===== src/rtl/d_operand_stage_pkg.sv =====
// rtl/d_operand_stage_pkg.sv - shared constants and types for the ID/EX operand stage
//
// Purpose : default widths, the hardwired-zero register number and the
//           forwarding-source enumeration used by the operand stage and its
//           per-source forwarding mux.
// Contents: DATA_W, REG_AW, CTRL_W, REG_ZERO, fwd_sel_e.

package d_operand_stage_pkg;

  localparam int DATA_W = 32;
  localparam int REG_AW = 5;
  localparam int CTRL_W = 16;

  localparam logic [REG_AW-1:0] REG_ZERO = '0;

  // Where a resolved operand comes from, in decreasing forwarding priority
  // after the register bank fallback.
  typedef enum logic [1:0] {
    FWD_BANK = 2'd0,
    FWD_EX   = 2'd1,
    FWD_MEM  = 2'd2,
    FWD_WB   = 2'd3
  } fwd_sel_e;

endpackage


===== src/rtl/d_operand_fwd_mux.sv =====
// rtl/d_operand_fwd_mux.sv - combinational bypass select for one source operand
//
// Purpose : resolve one source operand from the youngest matching in-flight
//           writer (EX, then MEM, then WB) or from the register bank.
//           Register 0 always resolves to zero.
// Ports   : addr        source register number
//           bank_data   register bank read data for addr
//           ex_en/addr/data   EX bypass (ex_en already excludes loads)
//           mem_en/addr/data  MEM bypass
//           wb_en/addr/data   WB bypass (same-cycle bank write)
//           data        resolved operand

module d_operand_fwd_mux #(
  parameter int DATA_W = d_operand_stage_pkg::DATA_W,
  parameter int REG_AW = d_operand_stage_pkg::REG_AW
) (
  input  logic [REG_AW-1:0] addr,
  input  logic [DATA_W-1:0] bank_data,
  input  logic              ex_en,
  input  logic [REG_AW-1:0] ex_addr,
  input  logic [DATA_W-1:0] ex_data,
  input  logic              mem_en,
  input  logic [REG_AW-1:0] mem_addr,
  input  logic [DATA_W-1:0] mem_data,
  input  logic              wb_en,
  input  logic [REG_AW-1:0] wb_addr,
  input  logic [DATA_W-1:0] wb_data,
  output logic [DATA_W-1:0] data
);

  import d_operand_stage_pkg::*;

  fwd_sel_e sel;
  logic     is_zero;

  assign is_zero = (addr == '0);

  always_comb begin
    sel = FWD_BANK;
    if (ex_en && (ex_addr == addr)) begin
      sel = FWD_EX;
    end else if (mem_en && (mem_addr == addr)) begin
      sel = FWD_MEM;
    end else if (wb_en && (wb_addr == addr)) begin
      sel = FWD_WB;
    end
  end

  always_comb begin
    data = bank_data;
    if (is_zero) begin
      // r0 ignores every bypass, even a writer that targets r0.
      data = '0;
    end else begin
      case (sel)
        FWD_EX:  data = ex_data;
        FWD_MEM: data = mem_data;
        FWD_WB:  data = wb_data;
        default: data = bank_data;
      endcase
    end
  end

endmodule


===== src/rtl/d_operand_stage.sv =====
// rtl/d_operand_stage.sv - ID/EX operand stage: bypass, load-use stall, EX register
//
// Purpose : resolves Rs/Rt operands (EX > MEM > WB bypass, then bank), detects
//           load-use hazards, and registers operands/immediate/control into EX
//           under a valid/ready handshake with stall and flush.
// Ports   : i_clk, i_rst_n (async, active-low)
//           i_valid, i_addr_Rs/Rt/Rd, i_data_Rs/Rt, i_imm, i_ctrl  decode side
//           i_ex_*   instruction in EX (valid, RegWr, MemRd, addr, result)
//           i_mem_*  MEM writer;  i_wb_*  WB writer (bank write port)
//           i_ex_ready  EX accepts this cycle;  i_flush  kill decode + stage
//           o_stall  hold PC and IF/ID this cycle
//           o_valid, o_data_Rs/Rt, o_imm, o_ctrl, o_addr_Rs/Rt/Rd  EX-stage
// Options : define D_OPERAND_STAGE_PERF_EN to add saturating 32-bit counters
//           o_perf_stall_cnt (cycles with o_stall) and o_perf_bubble_cnt
//           (load-use bubbles inserted).

module d_operand_stage #(
  parameter int DATA_W = d_operand_stage_pkg::DATA_W,
  parameter int REG_AW = d_operand_stage_pkg::REG_AW,
  parameter int CTRL_W = d_operand_stage_pkg::CTRL_W
) (
  input  logic              i_clk,
  input  logic              i_rst_n,
  input  logic              i_valid,
  input  logic [REG_AW-1:0] i_addr_Rs,
  input  logic [REG_AW-1:0] i_addr_Rt,
  input  logic [REG_AW-1:0] i_addr_Rd,
  input  logic [DATA_W-1:0] i_data_Rs,
  input  logic [DATA_W-1:0] i_data_Rt,
  input  logic [DATA_W-1:0] i_imm,
  input  logic [CTRL_W-1:0] i_ctrl,
  input  logic              i_ex_valid,
  input  logic              i_ex_RegWr,
  input  logic              i_ex_MemRd,
  input  logic [REG_AW-1:0] i_ex_addr_Rd,
  input  logic [DATA_W-1:0] i_ex_data_Rd,
  input  logic              i_mem_RegWr,
  input  logic [REG_AW-1:0] i_mem_addr_Rd,
  input  logic [DATA_W-1:0] i_mem_data_Rd,
  input  logic              i_wb_RegWr,
  input  logic [REG_AW-1:0] i_wb_addr_Rd,
  input  logic [DATA_W-1:0] i_wb_data_Rd,
  input  logic              i_ex_ready,
  input  logic              i_flush,
  output logic              o_stall,
  output logic              o_valid,
  output logic [DATA_W-1:0] o_data_Rs,
  output logic [DATA_W-1:0] o_data_Rt,
  output logic [DATA_W-1:0] o_imm,
  output logic [CTRL_W-1:0] o_ctrl,
  output logic [REG_AW-1:0] o_addr_Rs,
  output logic [REG_AW-1:0] o_addr_Rt,
  output logic [REG_AW-1:0] o_addr_Rd
`ifdef D_OPERAND_STAGE_PERF_EN
  ,
  output logic [31:0]       o_perf_stall_cnt,
  output logic [31:0]       o_perf_bubble_cnt
`endif
);

  import d_operand_stage_pkg::*;

  logic              ex_fwd_en;
  logic              load_in_ex;
  logic              hazard;
  logic              backpressure;
  logic [DATA_W-1:0] rs_resolved;
  logic [DATA_W-1:0] rt_resolved;

  // A load in EX has no data yet, so it may not feed the EX bypass; its
  // consumers stall once and then pick the data up from MEM.
  assign ex_fwd_en  = i_ex_valid & i_ex_RegWr & ~i_ex_MemRd;
  assign load_in_ex = i_ex_valid & i_ex_RegWr & i_ex_MemRd & (i_ex_addr_Rd != '0);

  assign hazard       = i_valid & load_in_ex &
                        ((i_ex_addr_Rd == i_addr_Rs) | (i_ex_addr_Rd == i_addr_Rt));
  assign backpressure = o_valid & ~i_ex_ready;

  // Gated by reset so that upstream sees no stall while the stage is held.
  assign o_stall = i_rst_n & (hazard | backpressure) & ~i_flush;

  d_operand_fwd_mux #(
    .DATA_W (DATA_W),
    .REG_AW (REG_AW)
  ) u_fwd_rs (
    .addr      (i_addr_Rs),
    .bank_data (i_data_Rs),
    .ex_en     (ex_fwd_en),
    .ex_addr   (i_ex_addr_Rd),
    .ex_data   (i_ex_data_Rd),
    .mem_en    (i_mem_RegWr),
    .mem_addr  (i_mem_addr_Rd),
    .mem_data  (i_mem_data_Rd),
    .wb_en     (i_wb_RegWr),
    .wb_addr   (i_wb_addr_Rd),
    .wb_data   (i_wb_data_Rd),
    .data      (rs_resolved)
  );

  d_operand_fwd_mux #(
    .DATA_W (DATA_W),
    .REG_AW (REG_AW)
  ) u_fwd_rt (
    .addr      (i_addr_Rt),
    .bank_data (i_data_Rt),
    .ex_en     (ex_fwd_en),
    .ex_addr   (i_ex_addr_Rd),
    .ex_data   (i_ex_data_Rd),
    .mem_en    (i_mem_RegWr),
    .mem_addr  (i_mem_addr_Rd),
    .mem_data  (i_mem_data_Rd),
    .wb_en     (i_wb_RegWr),
    .wb_addr   (i_wb_addr_Rd),
    .wb_data   (i_wb_data_Rd),
    .data      (rt_resolved)
  );

  // Flush beats backpressure beats hazard beats capture. Only o_valid moves
  // on flush or bubble; the payload registers keep their last contents.
  always_ff @(posedge i_clk or negedge i_rst_n) begin
    if (!i_rst_n) begin
      o_valid   <= 1'b0;
      o_data_Rs <= '0;
      o_data_Rt <= '0;
      o_imm     <= '0;
      o_ctrl    <= '0;
      o_addr_Rs <= '0;
      o_addr_Rt <= '0;
      o_addr_Rd <= '0;
    end else if (i_flush) begin
      o_valid <= 1'b0;
    end else if (backpressure) begin
      // EX has not taken the current instruction: hold everything.
    end else if (hazard) begin
      o_valid <= 1'b0;
    end else begin
      o_valid   <= i_valid;
      o_data_Rs <= rs_resolved;
      o_data_Rt <= rt_resolved;
      o_imm     <= i_imm;
      o_ctrl    <= i_ctrl;
      o_addr_Rs <= i_addr_Rs;
      o_addr_Rt <= i_addr_Rt;
      o_addr_Rd <= i_addr_Rd;
    end
  end

`ifdef D_OPERAND_STAGE_PERF_EN
  logic bubble_inserted;

  assign bubble_inserted = ~i_flush & ~backpressure & hazard;

  always_ff @(posedge i_clk or negedge i_rst_n) begin
    if (!i_rst_n) begin
      o_perf_stall_cnt  <= '0;
      o_perf_bubble_cnt <= '0;
    end else begin
      if (o_stall && (o_perf_stall_cnt != 32'hFFFF_FFFF)) begin
        o_perf_stall_cnt <= o_perf_stall_cnt + 32'd1;
      end
      if (bubble_inserted && (o_perf_bubble_cnt != 32'hFFFF_FFFF)) begin
        o_perf_bubble_cnt <= o_perf_bubble_cnt + 32'd1;
      end
    end
  end
`endif

endmodule

===== config.mk =====
export PLATFORM = sky130hd
export DESIGN_NAME = d_operand_stage
export DESIGN_NICKNAME = d
export VERILOG_FILES = /design/src/rtl/d_operand_stage_pkg.sv /design/src/rtl/d_operand_fwd_mux.sv /design/src/rtl/d_operand_stage.sv
export SDC_FILE = /design/constraint.sdc
export NUM_CORES = 1
export LEC_CHECK = 0
export BUFFER_PORTS_ARGS = -buffer_cell sky130_fd_sc_hd__buf_4
export CAP_MARGIN = 20
export CORE_MARGIN = 10
export CORE_UTILIZATION = 25
export CTS_BUF_LIST = sky130_fd_sc_hd__clkbuf_16
export CTS_CLUSTER_DIAMETER = 40
export CTS_CLUSTER_SIZE = 30
export DETAILED_ROUTE_END_ITERATION = 7
export PLACE_DENSITY = 0.59
export SYNTH_ARGS = -nofsm -noshare
export SYNTH_HDL_FRONTEND = slang
export SYNTH_SLANG_ARGS = --single-unit

===== constraint.sdc =====
create_clock -name i_clk -period 1.95 [get_ports i_clk]
set_input_delay 0.195 -clock i_clk [delete_from_list [all_inputs] [get_ports i_clk]]
set_output_delay 0.195 -clock i_clk [all_outputs]
set_load 0.05 [all_outputs]

==> impl_metrics.json <==
{
  "crit_fanout": 5,
  "min_path_type": "in -> reg",
  "finalSetupViolations": 0,
  "whs_ns": 0.02215,
  "area_delta_synth_final_pct": 70.63,
  "worstRegToRegCells": 6,
  "drc": 0,
  "drt_iter0_drc": 381,
  "slew_viol_final": 0,
  "synth.distinct_cells": 38,
  "start_util_pct": 25.40,
  "met2_usage_pct": 31.37,
  "die_w_microns": 188.2,
  "rsz0062_at_grt": "true",
  "crit_required_ns": 1.75,
  "met1_usage_pct": 21.17,
  "cts_made_buffers": 17,
  "postSynthNetCount": 917,
  "ys_seq_elements": 128,
  "max_slew_margin_pct": 38.82,
  "rows": 61,
  "finalCritPeriodShare_pct": 98.32,
  "hold_viol_final": 0,
  "ios": 377,
  "diodes": 0,
  "rrSetupSlack_ns": 0.22,
  "core_sq_mm": 0.02786,
  "yosysTopAreaCell": "dfrtp_1",
  "htreeDepth": 4,
  "die_height_microns": 188.2,
  "cts_tree": "built",
  "busiest_layer": "met2",
  "grt_max_degree": 129,
  "clkTransAtPathRegs_ns": 0.06,
  "synth_cells": 669,
  "cellPowerDensity_mw_per_mm2": 818.1,
  "max-cap-violations": 0,
  "tightest_slew_ns": 0.9081,
  "p_total_mw": 9.877,
  "place_area_sq_mm": 0.01092,
  "clk_latency_ns": 0.42,
  "setup-tns-final_ns": 0,
  "seq_area_frac_synth_pct": 45.27,
  "gp_congestion": 0.8649,
  "fmax_ghz": 0.5216,
  "synth_edf_count": 0,
  "skew_ns": 0.006524,
  "via_per_inst": 4.824,
  "cp-endpoint": "o_stall",
  "grt_overflow": 0,
  "synth.avg_cell_area_sq_um": 10.58,
  "wirelength_mm": 33.54,
  "worstSetupEndpointType": "output port",
  "grtUsageMet3_pct": 4.764,
  "io_buffers": 376,
  "vias": 7361,
  "first_global_vias": 7849,
  "final_area_sq_mm": 0.01207,
  "yosysWarnings": 0,
  "place_inst": 1442,
  "synth_top_area_share_pct": 45.27,
  "layout.nets": 1383,
  "crit_start": "i_addr_Rt[2]",
  "synth-async-reset-ratio_pct": 100.0,
  "status": "completed",
  "wl_per_cell_microns": 21.98,
  "fillers": 2696,
  "hpwl_mm": 25.58,
  "reg2reg_from": "o_valid$_DFFE_PN0P_",
  "cts_max_path_buffers": 2,
  "clockRootBuffer": "clkbuf_16",
  "worstReg2RegEnd": "o_ctrl[15]$_DFFE_PN0P_",
  "finalWorstPathRequiredPeriod_ns": 1.917,
  "irDropWorstVdd_v": 0.0004275,
  "critical_path_class": "in -> out",
  "die_area_sq_mm": 0.03543,
  "instances_no_fill": 1526,
  "crit_path_start_kind": "primary input",
  "first_pass_iters": 5,
  "layout-drive-gt1-share_pct": 49.04,
  "cp_data_arrival_time_ns": 1.72,
  "synth_area_sq_mm": 0.007076,
  "grt.total_usage_pct": 18.03,
  "leakage_nw": 5.803,
  "netlist_top_cells_area": "dfrtp_1, mux2_2, a32o_1",
  "grt_pass1_wl_mm": 49.60,
  "cts.sinks": 128,
  "synth_ff_type": "dfrtp_1",
  "antenna_left": 0,
  "antenna_found_initial": 1
}
[cells by family (layout without fill, tap and decap cells)]
logic type	count (synthesis)	in the layout	share of synthesized area, %
simple gates	130	131	10.63
xor+xnor	30	30	3.713
compound gates	199	199	22.37
mux	63	63	11.09
buf+inv	119	597	6.932
flops	128	128	45.27
[layer usage]
layer  share of wire [%]  up-vias
met2                  51      301
li1                    -     3406
met1                  40     3617
met4                 2.2        2
met5               0.039        -
met3                 6.9       35
[synthesized netlist by cell type (4+ instances only)]
cell type  instances
dfrtp_1          128
inv_1             64
mux2_2            43
nor2_1            39
clkbuf_1          34
o21ai_0           33
a22oi_1           32
a32o_1            32
nand2b_1          32
nand3b_1          32
o21a_1            32
o221ai_1          32
o32ai_1           32
mux2_4            20
xor2_1            18
buf_2             14
xnor2_1           12
nand2_1            5
nand4_1            4
[how the worst min path moves through the flow]
| stage | startpoint | to | slack, ns | depth (start not counted) |
|---|---|---|---|---|
| after floorplan | i_rst_n | o_addr_Rd[0]$_DFFE_PN0P_ | -0.10 | 0 |
| after detailed placement | i_rst_n | o_addr_Rt[1]$_DFFE_PN0P_ | 0.37 | 2 |
| final | i_imm[11] | o_imm[11]$_DFFE_PN0P_ | 0.02 | 2 |
| after global placement | i_rst_n | o_data_Rt[21]$_DFFE_PN0P_ | 0.37 | 2 |
| after global routing | i_ctrl[15] | o_ctrl[15]$_DFFE_PN0P_ | 0.0008 | 2 |
| after CTS | i_imm[11] | o_imm[11]$_DFFE_PN0P_ | 0.0004 | 2 |
[cells in the final DEF (no fill, tap or decap), types with 2 or more instances in the layout]
cell and count:
xor2_2 2, inv_6 5, o21ai_0 33, buf_6 3
o221ai_1 32, dfrtp_1 128, or4_1 2, buf_4 431
nand4_1 4, mux2_4 20, o32ai_1 32, nand3b_1 32
nor3_2 3, nor4_1 2, xor2_1 16, clkbuf_16 17
a32o_1 32, nand2b_1 32, buf_12 19, inv_1 64
dlygate4sd3_1 48, clkinv_4 2, nand3_2 3, nand2_1 4
a22oi_1 32, clkinvlp_4 4, xnor2_1 12, inv_8 2
mux2_2 43, nor2_4 2, o21a_1 32, nor2_1 37
[power by group]
part	switching, mW	internal (mW)	leakage [nW]
combinational	2.11	1.36	4.00
sequential	0.200	3.01	1.53
clock	1.41	1.79	0.269
[flip-flops by register name, indices dropped and copies added, names as in the netlist]
name,cells
o_data_Rs,32
o_data_Rt,32
o_imm,32
o_ctrl,16
o_addr_Rd,5
o_addr_Rs,5
o_addr_Rt,5
o_valid,1
[stage by stage]
step / setup slack [ns] / utilization (%)
6_report: 0.03280 / 43.34
5_1_grt: -0.07458 / 43.34
4_1_cts: 0.04868 / 42.97
3_5_place_dp: -0.1734 / 39.19
3_3_place_gp: -0.1847 / 39.19
2_1_floorplan: 0.004785 / -
[cell type report]
class,instances,area [sq um],share of cell area [%]
clock buffers,17,425.4,3.524
flip-flops and latches,128,3203,26.53
well taps,378,473.0,3.918
multi-input cells,423,3453,28.60
inverters,64,240.2,1.990
clock inverters,15,147.6,1.223
repair buffers,501,4130,34.21
[timing repair]
action	CTS	global route
buffers inserted	0	3
hold endpoints to repair	175	0
hold buffers	48	0
resized for setup	0	10
endpoints found under the setup margin	0	33
[critical path: stages]
cell      delay, ns
buf_12         0.11
xor2_2         0.16
nor3_2         0.26
nand3_2        0.12
a221oi_2       0.28
buf_4          0.15
nor2_2         0.04
nor3b_2        0.21
buf_6          0.19
Note: power is estimated with default switching activity, not from simulation.
